[src/rtl/regfile_pkg.sv]
// Shared register-file constants for the writeback arbiter.
package regfile_pkg;
  localparam int XLEN       = 32;
  localparam int REG_ADDR_W = 5;
  localparam int NUM_REGS   = 32;

  typedef logic [REG_ADDR_W-1:0] reg_addr_t;
endpackage

[src/rtl/rr_arbiter.sv]
// Round-robin arbiter: one-hot grant searched from the pointer, pointer moves past the winner.
module rr_arbiter #(
  parameter int N = 2,
  localparam int PTR_W = (N > 1) ? $clog2(N) : 1
) (
  input  logic         clk,
  input  logic         rst_n,
  input  logic [N-1:0] valid,
  output logic [N-1:0] grant
);
  logic [PTR_W-1:0] ptr_q;
  logic [PTR_W-1:0] win_idx;
  logic [PTR_W-1:0] idx;
  logic             found;

  always_comb begin
    grant   = '0;
    found   = 1'b0;
    win_idx = '0;
    idx     = '0;
    for (int i = 0; i < N; i++) begin
      idx = PTR_W'((int'(ptr_q) + i) % N);
      if (!found && valid[idx]) begin
        found      = 1'b1;
        grant[idx] = 1'b1;
        win_idx    = idx;
      end
    end
  end

  // With no grant the pointer holds so priority is not lost on idle cycles.
  always_ff @(posedge clk or negedge rst_n) begin
    if (!rst_n) begin
      ptr_q <= '0;
    end else if (found) begin
      ptr_q <= (win_idx == PTR_W'(N - 1)) ? '0 : win_idx + PTR_W'(1);
    end
  end
endmodule

[src/rtl/regfile_wb_arbiter.sv]
// Writeback arbiter for the register-file write port plus a per-register busy scoreboard.
// Optional decode bypass outputs are enabled with the REGFILE_WB_BYPASS_EN macro.
module regfile_wb_arbiter
  import regfile_pkg::*;
#(
  parameter int N_REQ = 2,
  parameter int XLEN  = regfile_pkg::XLEN
) (
  input  logic                    clk_i,
  input  logic                    rst_ni,
  input  logic [N_REQ-1:0]        req_valid_i,
  output logic [N_REQ-1:0]        req_ready_o,
  input  logic [5*N_REQ-1:0]      req_rd_i,
  input  logic [XLEN*N_REQ-1:0]   req_data_i,
  output logic                    rf_we_o,
  output logic [REG_ADDR_W-1:0]   rf_rd_o,
  output logic [XLEN-1:0]         rf_data_o,
  input  logic                    rsv_valid_i,
  input  logic [REG_ADDR_W-1:0]   rsv_rd_i,
  input  logic [REG_ADDR_W-1:0]   q_rs1_i,
  input  logic [REG_ADDR_W-1:0]   q_rs2_i,
  output logic                    q_busy1_o,
  output logic                    q_busy2_o,
  output logic                    waw_err_o
`ifdef REGFILE_WB_BYPASS_EN
  ,
  output logic                    byp1_hit_o,
  output logic                    byp2_hit_o,
  output logic [XLEN-1:0]         byp_data_o
`endif
);
  // Handshake: a requester raises valid and holds rd/data stable; the transfer
  // happens in the cycle valid&ready is high. ready never depends on rf state.
  logic [N_REQ-1:0]      grant;
  logic                  grant_any;
  logic [REG_ADDR_W-1:0] g_rd;
  logic [XLEN-1:0]       g_data;
  logic                  wr_en;

  rr_arbiter #(.N(N_REQ)) u_rr (
    .clk   (clk_i),
    .rst_n (rst_ni),
    .valid (req_valid_i),
    .grant (grant)
  );

  assign req_ready_o = grant;
  assign grant_any   = |grant;

  always_comb begin
    g_rd   = '0;
    g_data = '0;
    for (int i = 0; i < N_REQ; i++) begin
      if (grant[i]) begin
        g_rd   = req_rd_i[i*REG_ADDR_W +: REG_ADDR_W];
        g_data = req_data_i[i*XLEN +: XLEN];
      end
    end
  end

  // x0 writes are consumed but never reach the register file.
  assign wr_en = grant_any && (g_rd != '0);

  always_ff @(posedge clk_i or negedge rst_ni) begin
    if (!rst_ni) begin
      rf_we_o   <= 1'b0;
      rf_rd_o   <= '0;
      rf_data_o <= '0;
    end else begin
      rf_we_o <= wr_en;
      if (wr_en) begin
        rf_rd_o   <= g_rd;
        rf_data_o <= g_data;
      end
    end
  end

  logic [NUM_REGS-1:0] busy;
  logic [NUM_REGS-1:0] busy_next;
  logic                rsv_en;
  logic                waw_hit;

  // Reserve is applied after clear so a same-cycle reserve+clear leaves the register busy.
  always_comb begin
    busy_next = busy;
    rsv_en    = rsv_valid_i && (rsv_rd_i != '0);
    waw_hit   = rsv_en && busy[rsv_rd_i] && !(wr_en && (g_rd == rsv_rd_i));
    if (wr_en) busy_next[g_rd] = 1'b0;
    if (rsv_en) busy_next[rsv_rd_i] = 1'b1;
    busy_next[0] = 1'b0;
  end

  always_ff @(posedge clk_i or negedge rst_ni) begin
    if (!rst_ni) begin
      busy      <= '0;
      waw_err_o <= 1'b0;
    end else begin
      busy      <= busy_next;
      waw_err_o <= waw_err_o | waw_hit;
    end
  end

  assign q_busy1_o = busy[q_rs1_i];
  assign q_busy2_o = busy[q_rs2_i];

`ifdef REGFILE_WB_BYPASS_EN
  assign byp1_hit_o = rf_we_o & (rf_rd_o == q_rs1_i) & (q_rs1_i != '0);
  assign byp2_hit_o = rf_we_o & (rf_rd_o == q_rs2_i) & (q_rs2_i != '0);
  assign byp_data_o = rf_data_o;
`endif
endmodule

[config.mk]
export PLATFORM = sky130hd
export DESIGN_NAME = regfile_wb_arbiter
export DESIGN_NICKNAME = d
export VERILOG_FILES = /design/src/rtl/regfile_pkg.sv /design/src/rtl/rr_arbiter.sv /design/src/rtl/regfile_wb_arbiter.sv
export SDC_FILE = /design/constraint.sdc
export NUM_CORES = 1
export LEC_CHECK = 0
export CORE_MARGIN = 10
export CORE_UTILIZATION = 35
export DETAILED_ROUTE_END_ITERATION = 10
export GPL_ROUTABILITY_DRIVEN = 1
export HOLD_SLACK_MARGIN = 0.1
export MAX_ROUTING_LAYER = met4
export PLACE_DENSITY = 0.67
export SYNTH_ARGS = -nofsm -noshare
export SYNTH_HDL_FRONTEND = slang
export SYNTH_HIERARCHICAL = 1
export SYNTH_SLANG_ARGS = --single-unit
[constraint.sdc]
create_clock -name clk_i -period 2.2 [get_ports clk_i]
set_input_delay 0.44 -clock clk_i [delete_from_list [all_inputs] [get_ports clk_i]]
set_output_delay 0.44 -clock clk_i [all_outputs]
set_load 0.02 [all_outputs]
Word level (Yosys, flattened, before mapping) --
Cells that the tools add are included.
Storage, ports and cells: register bits 71, input bits 94, output and inout bits 43
Operators by class: add/sub/neg operators 2, magnitude comparators 10, eq/ne operators 1, muxes and demuxes 31, bitwise operators 5, reductions and logical operators 15
Operators by type and width (count):
- $mux W32 | 4
- $and A32 B32 Y32 | 1
- $not A32 Y32 | 1
- $or A32 B32 Y32 | 1
- $lt A5 B6 Y1 const B | 4
- $mux W1 | 16
- $bmux W1 S5 | 3
- $demux W1 S5 | 2
- $ge A5 B1 Y1 const B | 2
- $logic_and A1 B1 Y1 | 10
- $mux W5 | 2
- $reduce_bool A5 Y1 | 2
- $eq A5 B5 Y1 | 1
- $lt A1 B2 Y1 const B | 2
- $mux W2 | 2
- $add A1 B1 Y1 const B | 2
- $demux W1 S1 | 2
- $ge A1 B1 Y1 const B | 2
- $logic_not A1 Y1 | 2
- $or A2 B2 Y2 | 1
- $reduce_or A2 Y1 | 1
- $or A1 B1 Y1 | 1

Depth between registers and ports, before layout --
depth after elaboration 18, mapped depth 12, mapped depth without buffers 9

Hierarchy --
Netlist, hierarchy kept.
Modules (own cells, without submodules):
- regfile_wb_arbiter | instances 1, cells each 366, area each 3872.5 um^2, sequential area each 1751.7 um^2
- rr_arbiter | instances 1, cells each 6, area each 52.6 um^2, sequential area each 25.0 um^2

Least setup slack after synthesis --
OpenSTA, ideal clock, no wires.
path type input -> register, from in req_valid_i[0], to reg busy[30], setup time 0.130 ns, arrival 2.322 ns, slack -0.252 ns, stages 7, buffers on the path 1, cell sequence a21boi_0 -> nor2b_2 -> buf_2 -> a22o_1 -> nand3_1 -> o21ai_0 -> o21ai_0
Between the ends: cells in the longest elaborated chain, start to end 17, elaborated cells on any way between the ends 25, those cells by class order compare: 2; mux: 13; bitwise: 4; reduce/logical: 6
Ends and longest elaborated chain:
- start: declaration | line regfile_wb_arbiter.sv:11 | input logic [N_REQ-1:0] req_valid_i,
- $mux W1 (implied by the code) (2 in series) | line rr_arbiter.sv:23 | if (!found && valid[idx]) begin
- $mux W1 | line rr_arbiter.sv:23
- $logic_not A1 Y1 | line rr_arbiter.sv:23
- $logic_and A1 B1 Y1 | line rr_arbiter.sv:23
- $mux W2 (*) | line rr_arbiter.sv:23
- $mux W5 (2 in series) | line regfile_wb_arbiter.sv:54 | if (grant[i]) begin
- $lt A5 B6 Y1 (implied by the code) / $ge A5 B1 Y1 (equally long branches) | line regfile_wb_arbiter.sv:88 | if (wr_en) busy_next[g_rd] = 1'b0;
- $logic_and A1 B1 Y1 (implied by the code) | line regfile_wb_arbiter.sv:88
- $mux W1 (implied by the code) | line regfile_wb_arbiter.sv:88
- $demux W1 S5 | line regfile_wb_arbiter.sv:88
- $not A32 Y32 (no line)
- $and A32 B32 Y32 (no line)
- $mux W32 (*) | line regfile_wb_arbiter.sv:88
- $or A32 B32 Y32 (no line)
- $mux W32 (*) | line regfile_wb_arbiter.sv:89 | if (rsv_en) busy_next[rsv_rd_i] = 1'b1;
- via busy_next[30] | line regfile_wb_arbiter.sv:79 | logic [NUM_REGS-1:0] busy_next;
- end signal: assignment | line regfile_wb_arbiter.sv:98 | busy <= busy_next;
- end: declaration | line regfile_wb_arbiter.sv:78 | logic [NUM_REGS-1:0] busy;
Mark *: on every way through the listed nets, which the timed path passes. The rest lies on a longest branch. The select of a mux whose other input is x is not followed. A chain may end at the register's enable or synchronous reset.

Final worst setup path --
from reg busy[7], to out q_busy2_o
Between the ends: cells in the longest elaborated chain, start to end 2
Ends and longest elaborated chain:
- $bmux W1 S5 | line regfile_wb_arbiter.sv:104 | assign q_busy2_o = busy[q_rs2_i];
- $mux W1 (implied by the code) | line regfile_wb_arbiter.sv:104
- end: declaration | line regfile_wb_arbiter.sv:23 | output logic q_busy2_o,
No other way between the ends. The select of a mux whose other input is x is not followed.

==> results.cfg <==
[min_path]
min-delay-start = req_valid_i[1]
hp-class = in2reg
min_path_cells = 2

[floorplan]
initial_utilization = 0.360
floorplan.io_pins = 137
placeableCoreArea_um2 = 10900
fp-row-count = 38
die_height_um = 126
die_w_um = 126
fp.dieArea_um2 = 15800

[clocking]
clkSlewWorstSetupHoldPaths_ns = 0.08
cts_tree = yes
number_of_buffers_on_the_longest_clock_path = 2
clkSinkCount = 71
clockRootBuffer = sky130_fd_sc_hd__clkbuf_8
cts_inserted_buffers = 9
cts_max_level = 3
clk_latency_ns = 0.34

[synth]
synth_fp_nets = 466
synth.area.top_cells = sky130_fd_sc_hd__dfrtp_1 45%, sky130_fd_sc_hd__mux4_2 14%, sky130_fd_sc_hd__o21ai_0 8.3%, sky130_fd_sc_hd__a22oi_1 6.7%, sky130_fd_sc_hd__a21oi_1 4.3%
yosys.cell_types.count = 38
synth_edf_count = 0
synth_area_per_cell_um2 = 10.6
synth_top_area_cell = sky130_fd_sc_hd__dfrtp_1
synth_commonest_cells = 71 x sky130_fd_sc_hd__dfrtp_1, 65 x sky130_fd_sc_hd__o21ai_0, 35 x sky130_fd_sc_hd__a22oi_1, 35 x sky130_fd_sc_hd__nor2_1, 34 x sky130_fd_sc_hd__a21oi_1
post-synth-top-area-fraction = 0.453
synth.most_common_cell = sky130_fd_sc_hd__dfrtp_1
postSynth.asyncResetShare = 1.00
synth_ff_type = sky130_fd_sc_hd__dfrtp_1
ys_ff_latch = 71
synth-seq-area-share = 0.453
synth_warnings = 6
synthCells = 372
total_standard_cell_area_after_synthesis_um2 = 3930

[layout]
area_delta_synth_final_pct = 57.6
finalNonFillerCells = 714
ratio_of_cells_with_drive_above_1_in_the_final_layout = 0.247
diodes = 0
num-fill-cells = 953
nNetsFinal = 663

[setup_path]
path_cells = mux4_2 -> mux4_2 -> mux2_4 -> buf_6
crit_path_frequent_cell = sky130_fd_sc_hd__mux4_2
critical_path_arrival_ns = 2.14
worst_setup_end_kind = primary output
maximum_fanout_encountered_on_the_critical_timing_path = 3
worst_r2r_path_depth = 7
reg2reg_from = busy[14]
reg2reg_setup_slack_ns = 0.14
critPathKind = reg2out
cp.required_ns = 1.76
critical_path.max_stage_delay_ns = 0.49
timing.rr.end = waw_err_o
worstSetupStartpointType = flop
cpMaxStageDelayCell = sky130_fd_sc_hd__mux4_2

[pwr]
power.sequential.fraction = 0.380
total_leakage_power_nw = 2.61
share_comb_of_total_power = 0.411
switchingPower_mw = 1.69
internal_power_mw = 3.34
p_sw_frac = 0.336
total_power_mw = 5.03
fraction_of_power_consumed_by_the_clock_network = 0.209
ir_drop_mv = 0.341
power.density_cell_area_nw_per_um2 = 813

[sta]
timing.final.hold_violations = 0
rsz0062_at_grt = yes
slew_worst_pin_ns = 0.393
setup-tns-final_ns = -0.755
post_route_clock_period_utilization = 1.17
final_critical_path_setup_slack_ns = -0.379
slew_violations = 0
timing.final.crit_period_ns = 2.58
clock-skew-final_ns = 0.0125
timing.final.setup_violations = 2
max_freq_mhz = 388
relSlewSlack = 0.731

[placement]
portBuffers = 136
placedCellCount = 692
hpwlAfterDp_um = 11200
detailedPlace.worstSlack_ns = -1.12
gp_congestion = 0.956

[route]
vias = 3827
detail_route.first_pass.iterations = 4
drc = 0
routed_wirelength_um = 14000
dr.first_iter.drc_count = 149
drt-vias-per-instance = 5.36
detail-route-antenna-nets = 0
post_drt_wl_per_cell_um = 19.5

[grt]
globalRoute.totalOverflow = 0
grt_max_degree = 72
number_of_antenna_violations_at_the_first_check_in_global_routing = 0
grt_pass1_wl_um = 22500
grt_usage = 0.180
first_global_vias = 4163

[status]
run_status = finished, violations left
failed_checks = setup timing

[job]
maxCapViolations = 0
## how the worst max path moves through the flow
stage                      endpoint  cells past startpoint        from
after floorplan           q_busy1_o                      4  q_rs1_i[0]
after global placement    q_busy2_o                      6  q_rs2_i[1]
after detailed placement  q_busy2_o                      6  q_rs2_i[1]
after CTS                 q_busy2_o                      4     busy[7]
after global routing      q_busy2_o                      4     busy[7]
final                     q_busy2_o                      4     busy[7]
## flip-flops by register name, summed over array words and instances, names as in the netlist, named ones only
name and flops:
busy 31, rf_data_o 32, rf_rd_o 5, rf_we_o 1
waw_err_o 1
## final cells by class
cell class,instances,area (um2),share of cell area
clock buffers,11,141,0.0229
clock inverters,5,57.6,0.00930
inverters,3,11.3,0.00182
multi-input cells,271,2040,0.330
flip-flops and latches,71,1780,0.287
well taps,140,175,0.0283
repair buffers,213,1980,0.320
## power by group through the flow
stage,registers [mW],clock network [mW],logic [mW]
after global routing,1.95,1.14,2.24
after CTS,1.91,1.08,2.04
after global placement,1.92,0,1.99
after detailed placement,1.93,0,2.02
final,1.91,1.05,2.07
after floorplan,2.00,0,0.828
## cell families after synthesis
kind of cell | share of synthesized area
compound gates | 0.237
mux | 0.170
simple gates | 0.0870
flops | 0.453
xor+xnor | 0.0112
buf+inv | 0.0421
## placed cells by master, fill, tap and decap left out, drive strengths merged, types with 3 or more instances in the layout
master,instances
a21o,5
a21oi,35
a22o,4
a22oi,36
buf,79
clkbuf,13
clkdlybuf4s50,124
clkinv,4
dfrtp,71
dlymetal6s2s,3
inv,3
mux2,6
mux2i,6
mux4,24
nand2,15
nand3,11
nor2,35
nor2b,5
nor3,3
o21ai,65
xnor2,5
## critical path: cells and delay by family (launching register included)
| kind | cells | cell delay, ns |
|---|---|---|
| buffers and inverters | 1 | 0.13 |
| flip-flops | 1 | 0.44 |
| multiplexers | 3 | 1.23 |
## through the flow
stage                     utilization  area [um2]  hold WS (ns)
after floorplan                     -        4000         0.144
after global placement          0.540        5880         0.466
after detailed placement        0.540        5880         0.469
after CTS                       0.562        6120         0.116
after global routing            0.568        6190         0.350
final                           0.568        6190         0.365
## routing by layer
layer | wire length (um) | GRT usage | part of all wire
met1 | 5790 | 0.209 | 0.41
met2 | 6700 | 0.278 | 0.48
met3 | 1280 | 0.0768 | 0.092
met4 | 189 | 0.0556 | 0.014
met5 | 0 | - | 0
## what timing repair did
action                                  4_1_cts  5_1_grt
hold endpoints to repair                      0        2
pin swaps                                     0        1
endpoints found under the setup margin       20       63
resized for setup                            29       14
setup buffers                                 2        3
hold buffers                                  0        1
(Power assumes the default switching activity.)
